<file path="config.mk">
export PLATFORM = sky130hd
export DESIGN_NAME = chksum_inet_acc
export DESIGN_NICKNAME = d
export VERILOG_FILES = /design/src/rtl/chksum_inet_acc.sv
export SDC_FILE = /design/constraint.sdc
export NUM_CORES = 1
export LEC_CHECK = 0
export ABC_AREA = 1
export CAP_MARGIN = 20
export CORE_MARGIN = 5
export CORE_UTILIZATION = 55
export CTS_CLUSTER_SIZE = 28
export DETAILED_ROUTE_END_ITERATION = 8
export PLACE_DENSITY = 0.82
export SYNTH_ARGS = -nofsm -noshare
export SYNTH_HDL_FRONTEND = slang
export SYNTH_SLANG_ARGS = --single-unit
</file>
<file path="constraint.sdc">
create_clock -name clk -period 13.3 [get_ports clk]
set_input_delay 2.66 -clock clk [delete_from_list [all_inputs] [get_ports clk]]
set_output_delay 2.66 -clock clk [all_outputs]
set_load 0.1 [all_outputs]
</file>
<file path="src/rtl/chksum_inet_acc.sv">
// -----------------------------------------------------------------------------
// chksum_inet_acc
//
// Streaming Internet (RFC 1071 style) ones-complement checksum accumulator.
// Payload beats are byte-masked, split into big-endian 16-bit words and summed
// into a wide accumulator that carries its own end-around overflow between
// beats. The final 16-bit fold happens on the last beat. The result is
// registered, so it is stable for the whole time the result is presented.
//
// Ports
//   clk       : rising-edge clock
//   reset     : asynchronous active-low reset
//   s_data    : payload beat, byte 0 in the most significant byte (network order)
//   s_keep    : byte enables, MSB qualifies byte 0
//   s_valid   : beat valid
//   s_last    : final beat of frame
//   s_ready   : beat accepted on s_valid && s_ready
//   seed      : initial 16-bit sum (pseudo-header), taken on the first beat
//   mode      : 0 = generate, 1 = verify, taken on the first beat
//   flush     : synchronous abort of the current frame or pending result
//   m_chksum  : ones-complement checksum (0000 in verify mode when it checks)
//   m_ok      : folded sum equals FFFF
//   m_len     : accepted byte count, saturating
//   m_valid   : result valid
//   m_ready   : result consumed on m_valid && m_ready
// -----------------------------------------------------------------------------
module chksum_inet_acc #(
  parameter int DATA_W = 32,
  parameter int LEN_W  = 16
) (
  input  logic                clk,
  input  logic                reset,
  input  logic [DATA_W-1:0]   s_data,
  input  logic [DATA_W/8-1:0] s_keep,
  input  logic                s_valid,
  input  logic                s_last,
  output logic                s_ready,
  input  logic [15:0]         seed,
  input  logic                mode,
  input  logic                flush,
  output logic [15:0]         m_chksum,
  output logic                m_ok,
  output logic [LEN_W-1:0]    m_len,
  output logic                m_valid,
  input  logic                m_ready
);

  localparam int NB    = DATA_W / 8;
  localparam int NW    = DATA_W / 16;
  // Headroom for the carried-over high part plus NW words per beat.
  localparam int ACC_W = 16 + $clog2(NW + 2);
  localparam int HI_W  = ACC_W - 16;
  localparam int PC_W  = $clog2(NB + 1);
  localparam int SAT_W = ((LEN_W > PC_W) ? LEN_W : PC_W) + 1;

  typedef enum logic [1:0] {
    IDLE  = 2'd0,
    ACCUM = 2'd1,
    DONE  = 2'd2
  } state_t;

  // ---------------------------------------------------------------------------
  // Helper functions
  // ---------------------------------------------------------------------------
  function automatic logic [PC_W-1:0] popcount(input logic [NB-1:0] k);
    logic [PC_W-1:0] c;
    c = '0;
    for (int i = 0; i < NB; i++) begin
      c = c + PC_W'(k[i]);
    end
    return c;
  endfunction

  function automatic logic [LEN_W-1:0] len_sat_add(input logic [LEN_W-1:0] a,
                                                   input logic [PC_W-1:0]  b);
    logic [SAT_W-1:0] s;
    logic [LEN_W-1:0] r;
    s = SAT_W'(a) + SAT_W'(b);
    if (s > SAT_W'({LEN_W{1'b1}})) begin
      r = {LEN_W{1'b1}};
    end else begin
      r = s[LEN_W-1:0];
    end
    return r;
  endfunction

  // Two-step fold: the second add cannot carry out because a carry in the
  // first step leaves the low half small.
  function automatic logic [15:0] fold16(input logic [ACC_W-1:0] a);
    logic [16:0] s1;
    s1 = {1'b0, a[15:0]} + 17'(a[ACC_W-1:16]);
    return s1[15:0] + {15'd0, s1[16]};
  endfunction

  // ---------------------------------------------------------------------------
  // State
  // ---------------------------------------------------------------------------
  state_t             state_q, state_d;
  logic [ACC_W-1:0]   acc_q, acc_d;
  logic [LEN_W-1:0]   len_q, len_d;
  logic [15:0]        chk_q, chk_d;
  logic               ok_q, ok_d;
  logic               mode_q, mode_d;

  logic [DATA_W-1:0]  masked;
  logic [ACC_W-1:0]   beat_sum;
  logic [ACC_W-1:0]   acc_nxt;
  logic [15:0]        base_lo;
  logic [HI_W-1:0]    base_hi;
  logic [15:0]        fold_s;
  logic               first_beat;
  logic               beat_fire;
  logic               mode_eff;

  // ---------------------------------------------------------------------------
  // FSM: state register
  // ---------------------------------------------------------------------------
  always_ff @(posedge clk or negedge reset) begin
    if (!reset) begin
      state_q <= IDLE;
    end else begin
      state_q <= state_d;
    end
  end

  // ---------------------------------------------------------------------------
  // FSM: next state. Flush overrides any beat or result handshake.
  // ---------------------------------------------------------------------------
  always_comb begin
    state_d = state_q;
    if (flush) begin
      state_d = IDLE;
    end else begin
      unique case (state_q)
        IDLE: begin
          if (beat_fire) state_d = s_last ? DONE : ACCUM;
        end
        ACCUM: begin
          if (beat_fire && s_last) state_d = DONE;
        end
        DONE: begin
          if (m_ready) state_d = IDLE;
        end
        default: state_d = IDLE;
      endcase
    end
  end

  // ---------------------------------------------------------------------------
  // FSM: outputs
  // ---------------------------------------------------------------------------
  always_comb begin
    s_ready = 1'b0;
    m_valid = 1'b0;
    unique case (state_q)
      IDLE:    s_ready = 1'b1;
      ACCUM:   s_ready = 1'b1;
      DONE:    m_valid = 1'b1;
      default: s_ready = 1'b0;
    endcase
  end

  // ---------------------------------------------------------------------------
  // Beat datapath
  // ---------------------------------------------------------------------------
  assign first_beat = (state_q == IDLE);
  assign beat_fire  = s_valid && s_ready && !flush;

  // Keep bit j qualifies byte lane s_data[8j+:8]; with keep MSB = byte 0 the
  // lane order lines up directly.
  always_comb begin
    masked = '0;
    for (int j = 0; j < NB; j++) begin
      masked[8*j +: 8] = s_keep[j] ? s_data[8*j +: 8] : 8'h00;
    end
  end

  always_comb begin
    beat_sum = '0;
    for (int k = 0; k < NW; k++) begin
      beat_sum = beat_sum + ACC_W'(masked[16*k +: 16]);
    end
  end

  // The first beat starts from the seed instead of the previous accumulator.
  assign base_lo  = first_beat ? seed : acc_q[15:0];
  assign base_hi  = first_beat ? '0 : acc_q[ACC_W-1:16];
  assign acc_nxt  = ACC_W'(base_lo) + ACC_W'(base_hi) + beat_sum;
  assign fold_s   = fold16(acc_nxt);
  assign mode_eff = first_beat ? mode : mode_q;

  always_comb begin
    acc_d  = acc_q;
    len_d  = len_q;
    chk_d  = chk_q;
    ok_d   = ok_q;
    mode_d = mode_q;
    if (flush) begin
      acc_d = '0;
      len_d = '0;
    end else if (beat_fire) begin
      acc_d = acc_nxt;
      len_d = len_sat_add(first_beat ? '0 : len_q, popcount(s_keep));
      if (first_beat) mode_d = mode;
      if (s_last) begin
        // Result captured on the last beat so it is ready the next cycle.
        ok_d  = (fold_s == 16'hFFFF);
        chk_d = (mode_eff && (fold_s == 16'hFFFF)) ? 16'h0000 : ~fold_s;
      end
    end
  end

  always_ff @(posedge clk or negedge reset) begin
    if (!reset) begin
      acc_q  <= '0;
      len_q  <= '0;
      chk_q  <= 16'h0000;
      ok_q   <= 1'b0;
      mode_q <= 1'b0;
    end else begin
      acc_q  <= acc_d;
      len_q  <= len_d;
      chk_q  <= chk_d;
      ok_q   <= ok_d;
      mode_q <= mode_d;
    end
  end

  assign m_chksum = chk_q;
  assign m_ok     = ok_q;
  assign m_len    = len_q;

endmodule

</file>
==> results of run 1 <==
## metrics by stage
step,power (W),utilization,std cells,setup WS [ps]
floorplan,0.0008265,-,809,5098
global placement,0.0009985,0.6626,1017,3773
detailed placement,0.001015,0.6626,1017,3503
CTS,0.001114,0.6716,1025,3783
global route,0.001209,0.6745,1026,3059
finish,0.001112,0.6745,1026,3782
## final cells by class
| class | count | area, um^2 |
|---|---|---|
| Multi-Input combinational cell | 599 | 3438 |
| Clock buffer | 6 | 72.57 |
| Clock inverter | 2 | 13.76 |
| Inverter | 136 | 510.5 |
| Fill cell | 899 | 3138 |
| Sequential cell | 53 | 1326 |
| Timing Repair Buffer | 97 | 973.4 |
| Tap cell | 133 | 166.4 |
## routing by layer
layer | up-vias | part of all wire | wire length, um | GRT usage
met5 | - | 0 | 0 | 0
met4 | 0 | 0.020 | 285 | 0.06492
met3 | 24 | 0.042 | 603 | 0.02901
met2 | 139 | 0.52 | 7414 | 0.4709
met1 | 2560 | 0.42 | 6022 | 0.3132
li1 | 2711 | - | - | -
## cell usage in the layout, fill, tap and decap left out, drive strengths merged
master / n
o2111ai: 1
xor2: 7
o21ai: 60
a21o: 2
clkbuf: 6
nor4: 4
xnor2: 7
nor2: 78
or2: 3
nand2: 265
nand3b: 5
a21oi: 19
ha: 36
nand3: 58
clkinv: 2
nor3b: 1
dfrtp: 53
nor3: 2
buf: 6
clkdlybuf4s50: 91
nand4: 6
inv: 136
o22ai: 20
mux2: 1
fa: 22
o21bai: 2
## worst max-delay path by stage
stage               from  cells after the start    to  slack [ps]
4_1_cts        s_keep[2]                     46  m_ok        3780
6_report       s_keep[2]                     46  m_ok        3780
2_1_floorplan  s_keep[0]                     46  m_ok        5100
3_5_place_dp   s_keep[2]                     46  m_ok        3500
5_1_grt        s_keep[2]                     46  m_ok        3060
3_3_place_gp   s_keep[2]                     48  m_ok        3770
## report_power, final
part | internal [W] | switching, W | total (W)
Clock | 0.0000378 | 0.0000590 | 0.0000968
Sequential | 0.000199 | 0.0000176 | 0.000216
Combinational | 0.000229 | 0.000570 | 0.000799
## worst max-delay path: cells and delay by family
kind                       cells  cell delay, ps
buffers and inverters          7            1080
AOI/OAI and AO/OA              2             190
and+or+nand+nor               30            3550
adders and majority gates      7            2280
## state kept, by name (all words and copies together), names as in the netlist
name,count
state_q,2
m_chksum,16
m_len,16
m_ok,1
acc_q,18
## cells by family (layout without fill, tap and decap cells)
group / count (synthesis) / count (layout)
buffers and inverters: 157 / 241
adder cells (fa/ha/maj): 58 / 58
flip-flops: 53 / 53
XOR/XNOR: 14 / 14
multiplexers: 1 / 1
AO/OA/AOI/OAI: 104 / 104
AND/OR/NAND/NOR: 422 / 422
==> results.cfg, run 1 <==
[outcome]
outcome = complete, no violations

[setup_path]
criticalPathCategory = input pin to register
crit_path_end_kind = register
cp_max_fo = 9
cp_slowest_cell = clkdlybuf4s50_1
start_kind = input pin
r2r_end = m_ok
r2r-start = state_q[0]
crit_path_frequent_cell = nand2_1
critical_path.max_stage_delay_ps = 610
required_ps = 13550
r2r_slack_ps = 5550
arrival_ps = 9770
reg2reg_depth = 47

[power]
peakVddDrop_v = 0.0001555
p_per_area_nw_per_um2 = 171.1
p_leak_nw = 3.305

[global_routing]
grt_pass1_wl_um = 24430
grt_antenna_before_repair = 0
grt_use_total = 0.2544
grt_max_degree = 54
grt_overflow = 0
grt_pass1_vias = 5437

[synthesis]
synthFlopType = dfrtp_1
synth_simple_gate_area_frac = 0.3442
synthAdderAreaFrac = 0.1662
yosys.area_share.xor_xnor = 0.02288
yosys-top-cells-count = nand2_1, inv_1, nor2_1, o21ai_0
yosysWarnings = 0
synth_top_cell_area_share = 0.2475
synth_edf_count = 0
synth-compound-area-share = 0.1058
yosysMostFrequentCell = nand2_1
synthCells = 809
ys_ff_latch = 53
seq_area_frac_synth = 0.2475
synth_cell_types = 35
synthTopCellsByArea = dfrtp_1, nand2_1, inv_1
yosysTopAreaCell = dfrtp_1
synthMuxAreaShare = 0.002101
syn_avg_cell_area_um2 = 6.624
syn_area_um2 = 5359
syn_nets = 926
async_reset_ff_frac = 1.000
synth_top_family_by_area = simple AND/OR/NAND/NOR gates

[clock_network]
postCtsSetupBuffers = 0
clk_path_buf_depth = 2
cts_tree = done
clkTransAtPathRegs_ps = 100
clockRootBuffer = clkbuf_8
hold_buffers = 0
cts-buffers-inserted = 5
htreeDepth = 2
clk_latency_ps = 320
ctsResizeCount = 0
cts_sinks = 53

[die]
io-pin-count = 94
num_rows = 36
core_area_um2 = 9639
fp.dieW_um = 108.7
fp.dieH_um = 108.7
die_area_um2 = 11820
initial_core_util = 0.5559

[worst_hold_path]
hold_depth = 2
hp-start = m_chksum[10]
worstHoldPathType = register to register
hold_end = m_chksum[10]

[drt]
totalWireLength_um = 14330
vias_per_cell = 5.296
vias = 5434
ant_nets = 0
dr.pass1.iters = 5
drc = 0
wire_per_inst_um = 13.96
drtIter0Drc = 213

[final_layout]
insertedDiodeCount = 0
flow.area_growth_from_synthesis_pct = 21.32
drive_gt1_frac = 0.07279
final_nets = 1009
fin_area_um2 = 6501

[sta]
finalHoldViolations = 0
period_share = 0.7156
finalClockSkew_ps = 8.534
worst_slew_pin_slew_ps = 988.4
tns_ps = 0
min_period_ps = 9518
fmax_mhz = 105.1
whs_ps = 489.1
rsz0062_at_grt = false
setup_violations = 0
maxSlewViolCount = 0
slew_headroom = 0.3390

[placement]
dpl.hpwl_um = 11600
place_area_um2 = 6387
place.gp.congestion = 0.9019
io_buffers = 92

[run]
cap_viol_max_count = 0
No activity file was read; power rests on OpenSTA's default activity.
==> run 2, diff against run 1 <==
clock period = 8.9 ns   (was 13.3 ns; I/O delays follow)
==> run 2 against run 1 <==
  * Total power up 50%
  * Count of clock-buffer cells in the layout unchanged
  * Largest power group unchanged
  * Sequential share of layout area down 0.12 points
  * Worst setup slack worse by 3100 ps
  * Clock skew down 0.91 ps
  * Non-clock buffer count up 3
==> results.cfg, run 2 (synthesis gave the netlist of run 1 again) <==
[final_layout]
final_common_cell = nand2_1
largest_reg_flops = 18
final_nets = 1012
insertedDiodeCount = 0
regMostFlops = acc_q
multiInputGateArea_um2 = 3452
post-route-util = 0.6783
drive_gt1_frac = 0.08045
mostFrequentLayoutCells = nand2_1, inv_1, clkdlybuf4s50_1
flow.area_growth_from_synthesis_pct = 22.02
fillers = 884
seqCellArea_um2 = 1326

[setup_path]
arrival_ps = 8470
criticalPathCategory = input pin to register
reg2reg_depth = 46
cp_max_fo = 4
cp_slowest_cell = fa_1
crit_path_end_kind = register
r2r_slack_ps = 1260
r2r_end = m_ok
r2r-start = state_q[0]
cp.buffers_inverters = 7
path_delay_family = simple AND/OR/NAND/NOR gates
start_kind = input pin
critical_path.max_stage_delay_ps = 500
required_ps = 9140

[placement]
place.gp.congestion = 0.9091
io_buffers = 92
dpl.hpwl_um = 11740

[clock_network]
clk_path_buf_depth = 2
cts_sinks = 53
cts-buffers-inserted = 5
clkTransAtPathRegs_ps = 90
htreeDepth = 2
clk_latency_ps = 310
clockRootBuffer = clkbuf_8
cts_tree = done

[global_routing]
grt_pass1_vias = 5518
grt_pass1_wl_um = 24430
grt_max_degree = 54
grt_antenna_before_repair = 0
grt_use_total = 0.2546
grt_overflow = 0

[die]
core_area_um2 = 9639
die_area_um2 = 11820
fp.dieH_um = 108.7
initial_core_util = 0.5559
num_rows = 36
fp.dieW_um = 108.7
io-pin-count = 94

[power]
p_per_area_nw_per_um2 = 255.4
p_leak_nw = 3.346
peakVddDrop_v = 0.0002325
p_total_w = 0.001670

[run]
cap_viol_max_count = 0

[worst_hold_path]
hp-start = m_chksum[10]
hold_depth = 2
hold_end = m_chksum[10]
worstHoldPathType = register to register

[sta]
finalClockSkew_ps = 7.622
whs_ps = 490.5
period_share = 0.9246
tns_ps = 0
finalHoldViolations = 0
rsz0062_at_grt = false
slew_headroom = 0.3400
fmax_mhz = 121.5
worst_slew_pin_slew_ps = 986.8
setup_violations = 0
maxSlewViolCount = 0
min_period_ps = 8229

[drt]
ant_nets = 0
vias_per_cell = 5.295
vias = 5443
drtIter0Drc = 300
wire_per_inst_um = 14.16
totalWireLength_um = 14560
drc = 0
dr.pass1.iters = 7

[outcome]
outcome = complete, no violations
run 2: cell count changes in the layout (fill, tap and decap cells not counted), sizes merged:
cell,change
buf,+3
clkdlybuf4s50,-4
clkinv,-1
clkinvlp,+1
dlymetal6s2s,+4
inv,-1
run 2: repair_timing:
item,in CTS,in global routing
hold buffers,0,0
buffers inserted,0,1
gates resized for setup,0,8
endpoints found under the setup margin,0,7
run 2: routing by layer:
layer  part of all wire  wire length, um  global-route usage
met5                  0                0                   0
met4              0.023              329             0.06492
met3              0.046              671             0.02191
met2               0.51             7373              0.4766
met1               0.42             6183              0.3136
run 2: layout make-up:
type / instances / area share
clock buffers: 6 / 0.01263
clock inverters: 1 / 0.001148
well taps: 133 / 0.02545
repair buffers: 100 / 0.1519
multi-input cells: 599 / 0.5279
flip-flops and latches: 53 / 0.2028
inverters: 136 / 0.07807
run 2: worst max path at each step:
stage	depth (start not counted)	slack (ps)	endpoint	start
CTS	46	350	m_ok	s_keep[0]
global route	46	10	m_ok	seed[1]
finish	45	670	m_ok	seed[1]
detailed placement	46	70	m_ok	s_keep[0]
global placement	46	280	m_ok	s_keep[2]
floorplan	46	1580	m_ok	s_keep[0]
run 2: report_power, final:
part	total [W]	internal, W	switching, W
sequential	0.000325	0.000297	0.0000275
combinational	0.00120	0.000344	0.000858
clock	0.000144	0.0000618	0.0000819
run 2: worst reg2reg max path: cells and delay by family (launching register included):
kind | cells | cell delay [ps]
and+or+nand+nor | 30 | 3700
adders and majority gates | 6 | 1970
buffers and inverters | 7 | 1160
DFF | 1 | 440
AOI/OAI and AO/OA | 3 | 300
run 2: through the flow:
step	cells	worst slack [ps]	area, um^2
floorplan	809	1578	5359
global placement	1019	276.8	6402
detailed placement	1019	73.41	6402
CTS	1026	351.6	6492
global route	1028	13.30	6539
finish	1028	671.4	6539
==> run 3, diff against run 2 <==
SLEW_MARGIN = 10   (was unset)
==> results of run 3 <==
The final DEF is identical to that of run 2; final timing and power are the same.
